**config.mk**
```make
export PLATFORM = sky130hd
export DESIGN_NAME = single_vector_collect_flat
export DESIGN_NICKNAME = d
export VERILOG_FILES = /design/src/rtl/single_vector_collect_if.sv /design/src/rtl/single_vector_collect.sv /design/src/flat_wrapper.sv
export SDC_FILE = /design/constraint.sdc
export NUM_CORES = 1
export LEC_CHECK = 0
export CORE_ASPECT_RATIO = 1.2
export CORE_UTILIZATION = 59
export CTS_BUF_LIST = sky130_fd_sc_hd__clkbuf_8
export CTS_CLUSTER_SIZE = 16
export DETAILED_ROUTE_END_ITERATION = 6
export DONT_BUFFER_PORTS = 1
export HOLD_SLACK_MARGIN = 0.03
export PLACE_DENSITY = 0.72
export SETUP_SLACK_MARGIN = 0.1
export SYNTH_ARGS = -nofsm -noshare
export SYNTH_HDL_FRONTEND = slang
export SYNTH_SLANG_ARGS = --single-unit
```
**constraint.sdc**
```tcl
create_clock -name clk -period 69.5 [get_ports clk]
set_input_delay 20.85 -clock clk [delete_from_list [all_inputs] [get_ports clk]]
set_output_delay 20.85 -clock clk [all_outputs]
set_load 0.01 [all_outputs]
```
**src/rtl/single_vector_collect_if.sv**
```systemverilog
// Element stream in, assembled vector out, between an upstream producer and the collector.
// Signals keep the names the summation tree and producer already use.
interface single_vector_collect_if #(
  parameter int WIDTH = 10
);
  logic                   in_valid;
  logic [31:0]            a;
  logic                   in_last;
  logic                   flush;
  logic                   out_valid;
  logic [WIDTH-1:0][31:0] vector_c;
  logic [$clog2(WIDTH+1)-1:0] out_count;
  logic                   out_partial;

  modport master (
    output in_valid, a, in_last, flush,
    input  out_valid, vector_c, out_count, out_partial
  );

  modport slave (
    input  in_valid, a, in_last, flush,
    output out_valid, vector_c, out_count, out_partial
  );
endinterface

```
**src/rtl/single_vector_collect.sv**
```systemverilog
// Serial-to-vector collector: packs WIDTH single-precision words into one vector for the
// summation tree, closing early on in_last/flush and padding unused lanes with +0.0.
module single_vector_collect #(
  parameter int WIDTH = 10
) (
  input logic                  clk,
  input logic                  rst,
  single_vector_collect_if.slave bus
);
  localparam int CNTW = $clog2(WIDTH);
  localparam int OCW  = $clog2(WIDTH + 1);
  localparam logic [CNTW-1:0] CNT_LAST   = CNTW'(WIDTH - 1);
  localparam logic [OCW-1:0]  FULL_COUNT = OCW'(WIDTH);

  logic [CNTW-1:0]        cnt_q, cnt_d;
  logic [WIDTH-1:0][31:0] fillBuf_q, fillBuf_d;
  logic [WIDTH-1:0][31:0] vec_q, vec_d;
  logic [OCW-1:0]         count_q, count_d;
  logic                   partial_q, partial_d;
  logic                   valid_q, valid_d;
  logic                   closeData, closeEmpty;

  always_comb begin
    closeData  = bus.in_valid && ((cnt_q == CNT_LAST) || bus.in_last || bus.flush);
    closeEmpty = !bus.in_valid && bus.flush && (cnt_q != '0);

    cnt_d     = cnt_q;
    fillBuf_d = fillBuf_q;
    vec_d     = vec_q;
    count_d   = count_q;
    partial_d = partial_q;
    valid_d   = 1'b0;

    if (closeData) begin
      for (int i = 0; i < WIDTH; i++) begin
        if (i < int'(cnt_q)) begin
          vec_d[i] = fillBuf_q[i];
        end else if (i == int'(cnt_q)) begin
          vec_d[i] = bus.a;
        end else begin
          vec_d[i] = '0;
        end
      end
      count_d   = OCW'(cnt_q) + OCW'(1);
      partial_d = (count_d < FULL_COUNT);
      valid_d   = 1'b1;
      cnt_d     = '0;
      fillBuf_d = '0;
    end else if (closeEmpty) begin
      // Lanes at and above cnt are already zero because the buffer is cleared on every close.
      vec_d     = fillBuf_q;
      count_d   = OCW'(cnt_q);
      partial_d = 1'b1;
      valid_d   = 1'b1;
      cnt_d     = '0;
      fillBuf_d = '0;
    end else if (bus.in_valid) begin
      for (int i = 0; i < WIDTH; i++) begin
        if (i == int'(cnt_q)) begin
          fillBuf_d[i] = bus.a;
        end
      end
      cnt_d = cnt_q + CNTW'(1);
    end
  end

  always_ff @(posedge clk or posedge rst) begin
    if (rst) begin
      cnt_q     <= '0;
      fillBuf_q <= '0;
      vec_q     <= '0;
      count_q   <= '0;
      partial_q <= 1'b0;
      valid_q   <= 1'b0;
    end else begin
      cnt_q     <= cnt_d;
      fillBuf_q <= fillBuf_d;
      vec_q     <= vec_d;
      count_q   <= count_d;
      partial_q <= partial_d;
      valid_q   <= valid_d;
    end
  end

  assign bus.out_valid   = valid_q;
  assign bus.vector_c    = vec_q;
  assign bus.out_count   = count_q;
  assign bus.out_partial = partial_q;
endmodule

```
**src/flat_wrapper.sv**
```systemverilog
// flat-port wrapper written by rule: the top's interface ports become plain ports
module single_vector_collect_flat 
#(
  parameter int WIDTH = 10
)
  (clk, rst, bus_in_valid, bus_a, bus_in_last, bus_flush, bus_out_valid, bus_vector_c, bus_out_count, bus_out_partial);
  single_vector_collect_if #(.WIDTH(WIDTH)) bus_i ();
  input logic clk;
  input logic rst;
  input wire logic [$bits(bus_i.in_valid)-1:0] bus_in_valid;
  input wire logic [$bits(bus_i.a)-1:0] bus_a;
  input wire logic [$bits(bus_i.in_last)-1:0] bus_in_last;
  input wire logic [$bits(bus_i.flush)-1:0] bus_flush;
  output wire logic [$bits(bus_i.out_valid)-1:0] bus_out_valid;
  output wire logic [$bits(bus_i.vector_c)-1:0] bus_vector_c;
  output wire logic [$bits(bus_i.out_count)-1:0] bus_out_count;
  output wire logic [$bits(bus_i.out_partial)-1:0] bus_out_partial;
  assign bus_i.in_valid = bus_in_valid;
  assign bus_i.a = bus_a;
  assign bus_i.in_last = bus_in_last;
  assign bus_i.flush = bus_flush;
  assign bus_out_valid = bus_i.out_valid;
  assign bus_vector_c = bus_i.vector_c;
  assign bus_out_count = bus_i.out_count;
  assign bus_out_partial = bus_i.out_partial;
  single_vector_collect #(.WIDTH(WIDTH)) u_core (.clk(clk), .rst(rst), .bus(bus_i));
endmodule
```
=== Yosys cells after proc, flatten, opt, wreduce, memory -nomap -nowiden ===
Index checks and enable logic that the tools add are counted.
W data, S select, Z words.

* Flip-flop bits (word level): 650
* Input bits: 37
* Output and inout port bits: 326
* Word-level logic and storage cells: 120

* Add/sub/neg operators: 1
* $lt $le $gt $ge: 11
* Equal/unequal tests: 10
* Mux-type cells: 44
* Reduce and logical (&&, ||, !) cells: 30

{| class="wikitable"
|+ Operator list
! operator !! count
|-
| $mux W320 || 5
|-
| $mux W32 || 30
|-
| $reduce_bool A3 Y1 || 11
|-
| $eq A4 B4 Y1 const A || 6
|-
| $mux W4 || 5
|-
| $reduce_and A2 Y1 || 10
|-
| $lt A3 B4 Y1 const A || 4
|-
| $eq A3 B4 Y1 const A || 2
|-
| $lt A1 B4 Y1 const A || 2
|-
| $lt A2 B4 Y1 const A || 2
|-
| $lt A4 B4 Y1 const A || 2
|-
| $add A4 B1 Y4 const B || 1
|-
| $eq A2 B4 Y1 const A || 1
|-
| $eq A4 B4 Y1 const B || 1
|-
| $logic_not A4 Y1 || 1
|-
| $lt A4 B4 Y1 const B || 1
|-
| $mux W1 || 4
|-
| $reduce_bool A4 Y1 || 1
|-
| $logic_and A1 B1 Y1 || 3
|-
| $logic_or A1 B1 Y1 || 2
|-
| $reduce_bool A2 Y1 || 1
|-
| $logic_not A1 Y1 || 1
|}

=== Depth between registers and ports, before layout ===
* Depth in word-level cells: 6
* Depth in mapped cells: 10
* Mapped depth without buffers: 7

=== Worst setup path after synthesis ===
OpenSTA, ideal clock, no wires.

* Path kind: input port to flip-flop
* Start: input port bus_flush
* End: register u_core.fillBuf_q[100] (netlist bit)
* Setup time: 0.125 ns
* Arrival: 22.387 ns
* Required time: 69.375 ns
* Slack: 46.989 ns
* Stages: 8
* Buffers on the path: 4
* Path through: buf_2 -> or2_1 -> buf_2 -> buf_2 -> a211oi_1 -> o21ai_1 -> buf_2 -> mux2_2

* Cells in the longest elaborated chain, start to end: 4
* Elaborated cells on any way between the ends: 9
* Classes of those cells: mux: 2; reduce/logical: 7

{| class="wikitable"
|+ RTL lines
! item !! line !! source
|-
| start, declared || flat_wrapper.sv:13 || <nowiki>input wire logic [$bits(bus_i.flush)-1:0] bus_flush;</nowiki>
|-
| $logic_and A1 B1 Y1 or $logic_or A1 B1 Y1 (tied branches) || single_vector_collect.sv:25, single_vector_collect.sv:24 ||
|-
| $logic_and A1 B1 Y1, on equally long branches || single_vector_collect.sv:25, single_vector_collect.sv:24 ||
|-
| $reduce_bool A3 Y1 (no source line) or $mux W320 (tied branches) || - ||
|-
| $reduce_and A2 Y1 (no source line) or $mux W320 (tied branches) || - ||
|-
| end signal, assigned || single_vector_collect.sv:77 || <nowiki>fillBuf_q <= fillBuf_d;</nowiki>
|-
| end, declared || single_vector_collect.sv:16 || <nowiki>logic [WIDTH-1:0][31:0] fillBuf_q, fillBuf_d;</nowiki>
|}

Parallel ways exist; a longest one is shown, timed or not.
A chain may end at the register's enable or synchronous reset.

=== Worst setup path after layout ===
* Start: input port bus_in_last
* End: register u_core.fillBuf_q[209] (netlist bit)

* Cells in the longest elaborated chain, start to end: 5
* Elaborated cells on any way between the ends: 7
* Classes of those cells: mux: 1; reduce/logical: 6

{| class="wikitable"
|+ RTL lines
! item !! line !! source
|-
| start, declared || flat_wrapper.sv:12 || <nowiki>input wire logic [$bits(bus_i.in_last)-1:0] bus_in_last;</nowiki>
|-
| $logic_or A1 B1 Y1 (*) (2 in a row) || single_vector_collect.sv:24 || <nowiki>closeData = bus.in_valid && ((cnt_q == CNT_LAST) || bus.in_last || bus.flush);</nowiki>
|-
| $logic_and A1 B1 Y1 (*) || single_vector_collect.sv:24 ||
|-
| $reduce_bool A3 Y1 (no source line) || - ||
|-
| $reduce_and A2 Y1 (no source line) || - ||
|}

Every way passes the cells marked *; elsewhere a longest branch is shown, timed or not.

==> flow_results.org <==
** Routing
- Across all layers, the routed design uses 18,400 vias.
- Number of remaining DRC errors :: 0
- DR iter-0 viols :: 1,373
- Post-route antenna net violation count :: 0
- Dividing the detail-routed via count by the number of cells gives 6.38.
- Pre-antenna DRT Iters :: 5
- Average wire length per cell after detail routing :: 28.6 um
- Final wirelength :: 82.6 mm

** Final layout
- Net count of the finished layout :: 2,248
- The area growth from synthesis to layout is 7.36%.
- Leaving out fill and tap cells, the most frequent cell in the layout is sky130_fd_sc_hd__dfrtp_1.
- Highest-count cells in the layout ignoring fill and taps :: 650 x sky130_fd_sc_hd__dfrtp_1, 285 x sky130_fd_sc_hd__mux2_2, 268 x sky130_fd_sc_hd__nand2_1
- Number of fill cells in the layout :: 3,609
- In the final layout, the share of cells above drive strength 1 is 21.6%.

** GRT
- Entering global routing, the biggest net connects 202 pins.
- For met2 alone, demand over resource in global routing was 54.7%.
- Global routing used 9.42% of the available met3 tracks.
- The first global-routing pass estimated 122 mm of wire.
- The total overflow left after global routing is 0.
- Antenna violations before repair :: 1
- The number of global-route vias before repair came to 18,400.
- GRT busiest layer :: met2
- Total global-route track usage :: 35.1%
- Met1 track utilization from global routing :: 45.6%

** Logic synthesis
- Number of enable-type register cells in the synthesized netlist :: 0
- By area, the combinational part of the netlist is dominated by multiplexers.
- Post-Synth Simple-Gate Area :: 7.10%
- Compound-Gate Fraction of Synth Area :: 11.0%
- During synthesis, Yosys emitted a total of 0 warnings.
- Count of unique library cells instantiated by Yosys :: 62
- FFs w/ async S/R, synth :: 100%
- In this run, synthesis produced a sequential element count of 650.
- Count of mapped cells out of synthesis :: 2,289
- Primary flip-flop cell chosen by synthesis mapping :: sky130_fd_sc_hd__dfrtp_1
- The synthesized netlist devotes 0.181% of its cell area to adder and majority cells.
- Synthesized net count :: 2,330
- Total standard cell area after synthesis :: 27,600 um^2
- Measured against the total synthesized area, the mux share comes to 18.6%.
- Of the total synthesized cell area, the portion taken by XOR and XNOR cells is 0.0634%.
- Sequential elements use 58.9% of the synthesized area.
- Mean area per synthesized cell :: 12.1 um^2

** Floorplan
- Die Span Y :: 239 um
- Once the floorplan was initialized, standard cells occupied 60.0% of the core.
- Die Span X :: 200 um
- # rows :: 86
- Core ar. :: 46,100 um^2
- Number of primary I/O pins :: 363
- The die covers 47,700 um^2.

** Min path
- In this run the worst hold path is classified as reg2reg.

** Worst setup path
- The setup path with the least slack is of type in2reg.
- Category of the worst setup path capture point :: register
- Signal arrival time at the worst endpoint :: 24.23 ns
- Data on the critical path is required at its endpoint by 70.13 ns.
- STA classifies the critical path startpoint as an input port.
- Worst Path Max Fanout :: 201
- Highest-delay cell along the critical path :: sky130_fd_sc_hd__buf_4
- CP bufs+invs :: 2
- Cell family with the largest share of critical-path delay :: buffers and inverters
- The critical path goes through or2_1, o221ai_4, buf_12, buf_4, and2_1, mux2_2.
- Delay of the slowest cell on the worst path :: 0.95 ns

** Placed design
- Half-perimeter wire length after placement :: 51.8 mm
- Total of buffers placed on input and output ports :: 0
- Gpl congestion :: 0.870

** Timing
- Slew at the pin closest to its max-slew limit :: 1.33 ns
- Clock skew on the completed layout was measured at 0.0217 ns.
- Based on the critical path, the design can be clocked at up to 42.4 MHz.
- The clock period could shrink to 23.60 ns.
- Setup repair after global routing missed its margin :: false
- The max-slew violation count is 0.
- Ratio of final minimum period to clock period :: 34.0%
- The hold violation count in the final report is 0.
- Setup violations remaining at the end of the flow were counted as 0.
- In the final timing run, aggregate negative setup slack is 0 ns.
- Relative slew slack :: 11.2%

** Pwr
- VDD sags by at most 16.8 uV.
- Total power for the finished layout comes to 925 uW.
- Leakage power :: 14.0 nW
- Power spread over the standard cell area amounts to 31.2 nW/um^2.

** Job
- MaxCap Viol Count :: 0

** Clock tree
- Count of cells resized by post-cts repair :: 0
- TritonCTS created 98 clock buffers.
- In this run the deepest clock path goes through 3 buffers.
- TritonCTS built the clock tree.
- CTS built an H-tree with a depth of 3.
- The later pin in the worst-skew pair is clocked with a latency of 0.70 ns.
- The clock net in this run drives a total of 650 sinks.
- Post-CTS Hold Buffers :: 0
- The cell sitting at the root of the clock tree is a sky130_fd_sc_hd__clkbuf_8.
- Buffers added to address setup during post-CTS repair amount to 0.
- After clock tree synthesis, the clock-pin slew on the worst setup and hold paths is 0.06 ns.

** Run status
- Run status :: finished, final reports clean
[cells by family (layout without fill, tap and decap cells)]
| group | Yosys count | count (layout) |
|---|---|---|
| mux | 476 | 476 |
| buf+inv | 229 | 215 |
| flops | 650 | 650 |
| simple gates | 439 | 439 |
| other cells | 0 | 1 |
| xor+xnor | 2 | 2 |
| compound gates | 489 | 489 |
| fa+ha+maj | 4 | 4 |
[per-layer routing]
metal	wire [um]	vias up
met5	0	-
met3	7590	172
met4	3450	0
li1	-	7869
met2	39500	833
met1	32100	9571
[worst paths after layout]
path	startpoint	cells past startpoint	slack, ns	end
max in group asynchronous	rst	4	46.04	u_core.bus.vector_c[204]$_DFFE_PP0P_
min in group asynchronous	rst	1	20.21	u_core.bus.vector_c[217]$_DFFE_PP0P_
worst max-delay path	bus_in_last	6	45.90	u_core.fillBuf_q[209]$_DFFE_PP0P_
worst max register to register	u_core.cnt_q[2]$_DFFE_PP0P_	6	65.25	u_core.fillBuf_q[209]$_DFFE_PP0P_
worst min register to register	u_core.fillBuf_q[295]$_DFFE_PP0P_	1	0.46	u_core.bus.vector_c[295]$_DFFE_PP0P_
worst min-delay path	u_core.fillBuf_q[295]$_DFFE_PP0P_	1	0.46	u_core.bus.vector_c[295]$_DFFE_PP0P_
[stage by stage]
stage,hold slack (ns),instances,setup slack (ns),util [%],area [um^2]
5_1_grt,0.481,2892,45.50,64.4,29600
4_1_cts,0.459,2891,45.99,64.4,29600
2_1_floorplan,0.441,2289,30.44,-,27600
6_report,0.459,2892,45.90,64.4,29600
3_5_place_dp,0.451,2723,45.23,60.2,27700
3_3_place_gp,0.451,2723,45.30,60.2,27700
[layout make-up]
class	instances	area, um^2	area share (%)
Antenna cell	1	2.50	0.00844
Clock inverter	40	166	0.561
Tap cell	616	771	2.60
Clock buffer	128	1760	5.94
Inverter	12	57.6	0.194
Sequential cell	650	16300	54.9
Timing Repair Buffer	35	275	0.928
Multi-Input combinational cell	1410	10300	34.9
[Yosys cell counts, types with 4 or more instances]
cell | number | area share [%]
sky130_fd_sc_hd__dfrtp_1 | 650 | 59
sky130_fd_sc_hd__mux2_2 | 285 | 12
sky130_fd_sc_hd__nand2_1 | 269 | 3.7
sky130_fd_sc_hd__mux2i_1 | 188 | 6.8
sky130_fd_sc_hd__o21ai_1 | 129 | 2.3
sky130_fd_sc_hd__clkbuf_1 | 100 | 1.4
sky130_fd_sc_hd__o21ai_0 | 87 | 1.6
sky130_fd_sc_hd__buf_2 | 79 | 1.4
sky130_fd_sc_hd__a21oi_1 | 67 | 1.2
sky130_fd_sc_hd__and2_1 | 63 | 1.4
sky130_fd_sc_hd__nor2_1 | 55 | 0.75
sky130_fd_sc_hd__o22ai_1 | 32 | 0.72
sky130_fd_sc_hd__o2bb2ai_1 | 32 | 1.0
sky130_fd_sc_hd__a21o_1 | 27 | 0.73
sky130_fd_sc_hd__a22o_1 | 27 | 0.86
sky130_fd_sc_hd__a31oi_1 | 27 | 0.61
sky130_fd_sc_hd__buf_4 | 23 | 0.63
sky130_fd_sc_hd__a221oi_1 | 14 | 0.44
sky130_fd_sc_hd__buf_6 | 14 | 0.57
sky130_fd_sc_hd__nand3_1 | 12 | 0.22
sky130_fd_sc_hd__inv_1 | 10 | 0.14
sky130_fd_sc_hd__nor3_1 | 9 | 0.16
sky130_fd_sc_hd__a22oi_1 | 7 | 0.19
sky130_fd_sc_hd__a211oi_1 | 6 | 0.16
sky130_fd_sc_hd__a221o_1 | 5 | 0.18
sky130_fd_sc_hd__a32oi_1 | 5 | 0.16
sky130_fd_sc_hd__nor2_2 | 5 | 0.11
sky130_fd_sc_hd__o31ai_1 | 5 | 0.14
sky130_fd_sc_hd__and3_1 | 4 | 0.091
sky130_fd_sc_hd__ha_1 | 4 | 0.18
sky130_fd_sc_hd__o211ai_1 | 4 | 0.11
[registers in the layout, summed over array words and instances (netlist names)]
register,cells
u_core.fillBuf_q,320
u_core.bus.vector_c,320
u_core.cnt_q,4
u_core.bus.out_valid,1
u_core.bus.out_partial,1
u_core.bus.out_count,4
[power by group]
part / switching [mW] / leakage [nW] / internal (mW)
sequential: 0.0579 / 8.41 / 0.434
combinational: 0.0679 / 4.49 / 0.0536
clock: 0.148 / 1.11 / 0.163
Power figures use the tool's default switching activity.
==> RTL change 1, RTL diff (same flow settings) <==
`WIDTH` is set to 10 in 3 places; all go to 8.
--- a/src/rtl/single_vector_collect_if.sv
+++ b/src/rtl/single_vector_collect_if.sv
@@ -2,5 +2,5 @@
 // Signals keep the names the summation tree and producer already use.
 interface single_vector_collect_if #(
-  parameter int WIDTH = 10
+  parameter int WIDTH = 8
 );
   logic                   in_valid;
--- a/src/rtl/single_vector_collect.sv
+++ b/src/rtl/single_vector_collect.sv
@@ -2,5 +2,5 @@
 // summation tree, closing early on in_last/flush and padding unused lanes with +0.0.
 module single_vector_collect #(
-  parameter int WIDTH = 10
+  parameter int WIDTH = 8
 ) (
   input logic                  clk,
--- a/src/flat_wrapper.sv
+++ b/src/flat_wrapper.sv
@@ -2,5 +2,5 @@
 module single_vector_collect_flat 
 #(
-  parameter int WIDTH = 10
+  parameter int WIDTH = 8
 )
   (clk, rst, bus_in_valid, bus_a, bus_in_last, bus_flush, bus_out_valid, bus_vector_c, bus_out_count, bus_out_partial);
Interface: changed (resized bus_vector_c); port bits go from 363 to 299. The function was not compared with the original's and may differ.
==> RTL change 1 against the original RTL <==
- core utilization is 0.40 points higher
- first-iteration DRC count up 17%
- worst hold slack better by 0.020 ns
- cell area fell by 21%
- synthesized area is 22% lower
- worst setup slack gained 0.0081 ns
- via count is 14% lower
- clock skew up 0.0019 ns
- total power down 26%
- sequential cell count down 129
- wire length is 28% lower
- synthesized cell count decreased by 17%
- count of clock-buffer cells in the layout shrank 25
- critical path depth down 1
==> RTL change 1: results (changes against the original RTL) <==
[status]
status=completed

[synth]
synthTopCellsByArea=dfrtp_1 (60%), a22oi_1 (6.7%), o21ai_0 (6.6%), a22o_1 (6.5%), a21oi_1 (3.8%)
avgSynthCellArea_um2=11.3  ; -6.2%
yosysSeqAreaShare=0.603  ; +0.0142
synth_common_cells=dfrtp_1 (521), o21ai_0 (287), a22oi_1 (193)
synth_compound_area_frac=0.277  ; +0.166
syn-num-nets=1952  ; -16%
yosysWarnings=0  ; unchanged
yosys.area_share.adder=0.00347  ; +0.00166
synthMuxAreaShare=0.0333  ; -0.152
synth_xor_area_frac=0  ; -0.000634
synth.distinct_cells=38  ; -39%

[layout]
drive_above_1_share=0.126  ; -0.0902
nNetsFinal=1845  ; -18%
antenna_cells=0  ; -1

[detailed_routing]
vias=15883  ; -14%
routed_wl_mm=59.5  ; -28%
drtIter0Drc=1602  ; +17%

[power_and_ir_drop]
ir_drop_v=0.0000164  ; -2.3%
p_leak_uw=0.0101  ; -28%
p_per_area_nw_per_um2=29.5  ; -5.4%

[grt]
grt_pass1_wl_mm=92.6  ; -24%
grt_usage=0.318  ; -0.0332
grt_pass1_vias=15674  ; -15%

[placed_design]
gp_congestion=0.822  ; -5.5%
place_inst=2188  ; -20%
hpwl_mm=35.7  ; -31%

[critical_path]
crit_arrival_ns=24.14  ; -0.09 ns
worstRegToRegCells=7  ; +1
path_max_fanout=115  ; -43%

[sta]
finClkSkew_ns=0.0236  ; +0.00192 ns
relSlewSlack=0.143  ; +0.0314

-- RTL change 1: critical path: stages --
cell	delay, ns
nor3_2	0.97
buf_4	0.96
nand2_1	0.24
a21oi_4	0.80
a22o_1	0.26
-- RTL change 1: routing by layer --
metal  part of all wire  up-vias  track usage
met1               0.42     8131        0.451
li1                   -     6857            -
met3               0.11      105       0.0981
met4              0.026        2        0.115
met2               0.45      788        0.462
met5            0.00018        -            0
-- RTL change 1: path summary, 6_finish.rpt --
path / from / endpoint / slack, ns
max reg2reg: u_core.cnt_q[0] / u_core.fillBuf_q[33] / 64.81
min: u_core.fillBuf_q[241] / u_core.fillBuf_q[241] / 0.48
min in group asynchronous: rst / u_core.bus.vector_c[99] / 20.24
max: bus_in_last / u_core.fillBuf_q[33] / 45.91
max in group asynchronous: rst / u_core.fillBuf_q[124] / 47.03
min reg2reg: u_core.fillBuf_q[241] / u_core.fillBuf_q[241] / 0.48
-- RTL change 1: cells by family (layout without fill, tap and decap cells) --
| logic type | Yosys count | count (layout) |
|---|---|---|
| AND/OR/NAND/NOR | 171 | 171 |
| multiplexers | 64 | 64 |
| flip-flops | 521 | 521 |
| adder cells (fa/ha/maj) | 6 | 6 |
| buffers and inverters | 228 | 174 |
| AO/OA/AOI/OAI | 919 | 919 |
-- RTL change 1: final cells by class --
type	instances	area, µm²
Timing Repair Buffer	34	268
Inverter	5	28.8
Tap cell	468	586
Clock inverter	32	189
Multi-Input combinational cell	1160	7820
Sequential cell	521	13000
Clock buffer	103	1420
Fill cell	2806	12700
-- RTL change 1: power breakdown --
group | total (µW) | leakage [µW] | internal [µW] | switching [µW]
Clock | 257 | 0.000906 | 139 | 118
Sequential | 363 | 0.00691 | 331 | 32.9
Combinational | 68.0 | 0.00232 | 24.4 | 43.6
Total | 689 | 0.0101 | 494 | 195
-- RTL change 1: through the flow --
stage          total power [µW]  utilization  cell area (µm²)  setup slack (ns)  hold slack (ns)
5_1_grt                     716        0.648            23300             45.73            0.491
4_1_cts                     692        0.648            23300             46.01            0.482
3_5_place_dp                436        0.603            21700             45.37            0.465
3_3_place_gp                433        0.603            21700             45.43            0.463
2_1_floorplan               413            -            21600             34.10            0.448
6_report                    689        0.648            23300             45.91            0.480
==> RTL change 2, RTL diff (config.mk and constraints unchanged) <==
Without the edit above. Make the reset (`rst`) synchronous in one clocked block.
--- a/src/rtl/single_vector_collect.sv
+++ b/src/rtl/single_vector_collect.sv
@@ -65,5 +65,5 @@
   end
 
-  always_ff @(posedge clk or posedge rst) begin
+  always_ff @(posedge clk) begin
     if (rst) begin
       cnt_q     <= '0;
Check against the original RTL: not settled (the Yosys comparison gave no result); the edit may change what the design does.
==> RTL change 2 against the original RTL <==
- clock skew grew 0.0015 ns
- cell area shrank 5.4%
- wire length shrank 3.2%
- sequential cell count is the same
- count of clock-buffer cells in the layout grew 11
- synthesized area shrank 4.5%
- global-route usage shrank 1.3 points
- critical path depth is the same
- worst setup slack lost 0.019 ns
- via count grew 20%
- die area shrank 4.5%
Power is not compared: it rests on default switching activity, and its combinational part moved more than twofold at a synthesized area within 25%.
==> RTL change 2: results (changes against the original RTL) <==
[synth]
synth_common_cells=nand2_1 (785), dfxtp_1 (650), a21oi_1 (323)
syn-num-nets=3082  ; +32%
postSynthCellCount=3041  ; +33%
synth_xor_area_frac=0.00166  ; +0.00103
synthTopCellsByArea=dfxtp_1 (49%), nand2_1 (11%), a311oi_2 (7.5%), a21oi_1 (6.1%), nor2_1 (3.5%)
synthMuxAreaShare=0.0125  ; -0.173
synth_compound_area_frac=0.215  ; +0.105
synth.distinct_cells=55  ; -11%
yosys.area_share.adder=0.00190  ; +0.0000855
yosysSeqAreaShare=0.493  ; -0.0956
synth-async-reset-ratio=0  ; -1.00
avgSynthCellArea_um2=8.67  ; -28%

[layout]
regArea_um2=13000  ; -20%
synthToLayoutAreaGrowth_pct=6.40
clkbuf_count=139  ; +8.6%
clk_share=0.0788  ; +0.0138
multi_input_area_share=0.422  ; +0.0726
fin_cells=3486  ; +21%
seq_cells=650  ; unchanged
drive_above_1_share=0.132  ; -0.0836
inv_count=5  ; -7
nNetsFinal=2880  ; +28%
fillerInstances=3663  ; +1.5%
final-nonclk-buf-share=0.0102  ; +0.000882
multi_input_comb_cells=2041  ; +45%
n_all_buffers=38  ; +8.6%

[sta]
finClkSkew_ns=0.0233  ; +0.00155 ns
relSlewSlack=0.0797  ; -0.0322
timing.hold.ws_ns=0.455  ; -0.00451 ns

[grt]
grt_pass1_vias=20548  ; +12%
use_met1=0.398  ; -0.0578
grt_usage=0.338  ; -0.0127
use_met3=0.123  ; +0.0291
grt_use_met2=0.544  ; -0.00272

[critical_path]
r2r_setup_slack_ns=64.80  ; -0.45 ns
r2r-end=u_core.bus.vector_c[43]
path_max_fanout=89  ; -56%
worstRegToRegCells=8  ; +2
crit_arrival_ns=24.18  ; -0.05 ns

[detailed_routing]
dr_wl_met3_mm=8.86  ; +17%
drtIter0Drc=1819  ; +32%
vias=22048  ; +20%
wl_met1_mm=30.7  ; -4.4%
routed_wl_mm=80.0  ; -3.2%
routed.top_layer=met5

[worst_hold_path]
hp-start=u_core.fillBuf_q[238]
hold_depth=2  ; +1
holdPathEnd=u_core.fillBuf_q[238]

[placed_design]
placed_area_um2=25800  ; -6.7%
gp_congestion=0.835  ; -3.9%
pre_cts_ws_ns=45.22  ; -0.0126 ns
place_inst=3293  ; +21%

[cts]
clk_path_buf_depth=3  ; unchanged
cts-buffers-inserted=103  ; +5.1%

[status]
status=completed

-- RTL change 2: cell count changes after synthesis, sizes merged, moves of 155 or more --
| cell | change |
|---|---|
| dfrtp | -650 |
| dfxtp | +650 |
| nand2 | +515 |
| mux2 | -288 |
| a21oi | +257 |
| o21ai | -210 |
| nor2 | +186 |
| mux2i | -155 |
-- RTL change 2: worst max path at each step --
| stage | startpoint | end | slack, ns | depth (start not counted) |
|---|---|---|---|---|
| finish | bus_flush | u_core.bus.vector_c[43] | 45.88 | 6 |
| detailed placement | bus_in_last | u_core.bus.vector_c[207] | 45.22 | 6 |
| global route | bus_in_last | u_core.bus.vector_c[205] | 45.69 | 6 |
| CTS | bus_in_last | u_core.bus.vector_c[43] | 45.96 | 6 |
| floorplan | bus_in_valid | u_core.bus.vector_c[296] | 47.24 | 6 |
| global placement | bus_in_last | u_core.bus.vector_c[78] | 45.37 | 6 |
-- RTL change 2: power by group --
group	switching, µW	total, µW	internal (µW)
combinational	40.2	60.4	20.1
sequential	19.0	405	386
clock	152	341	189
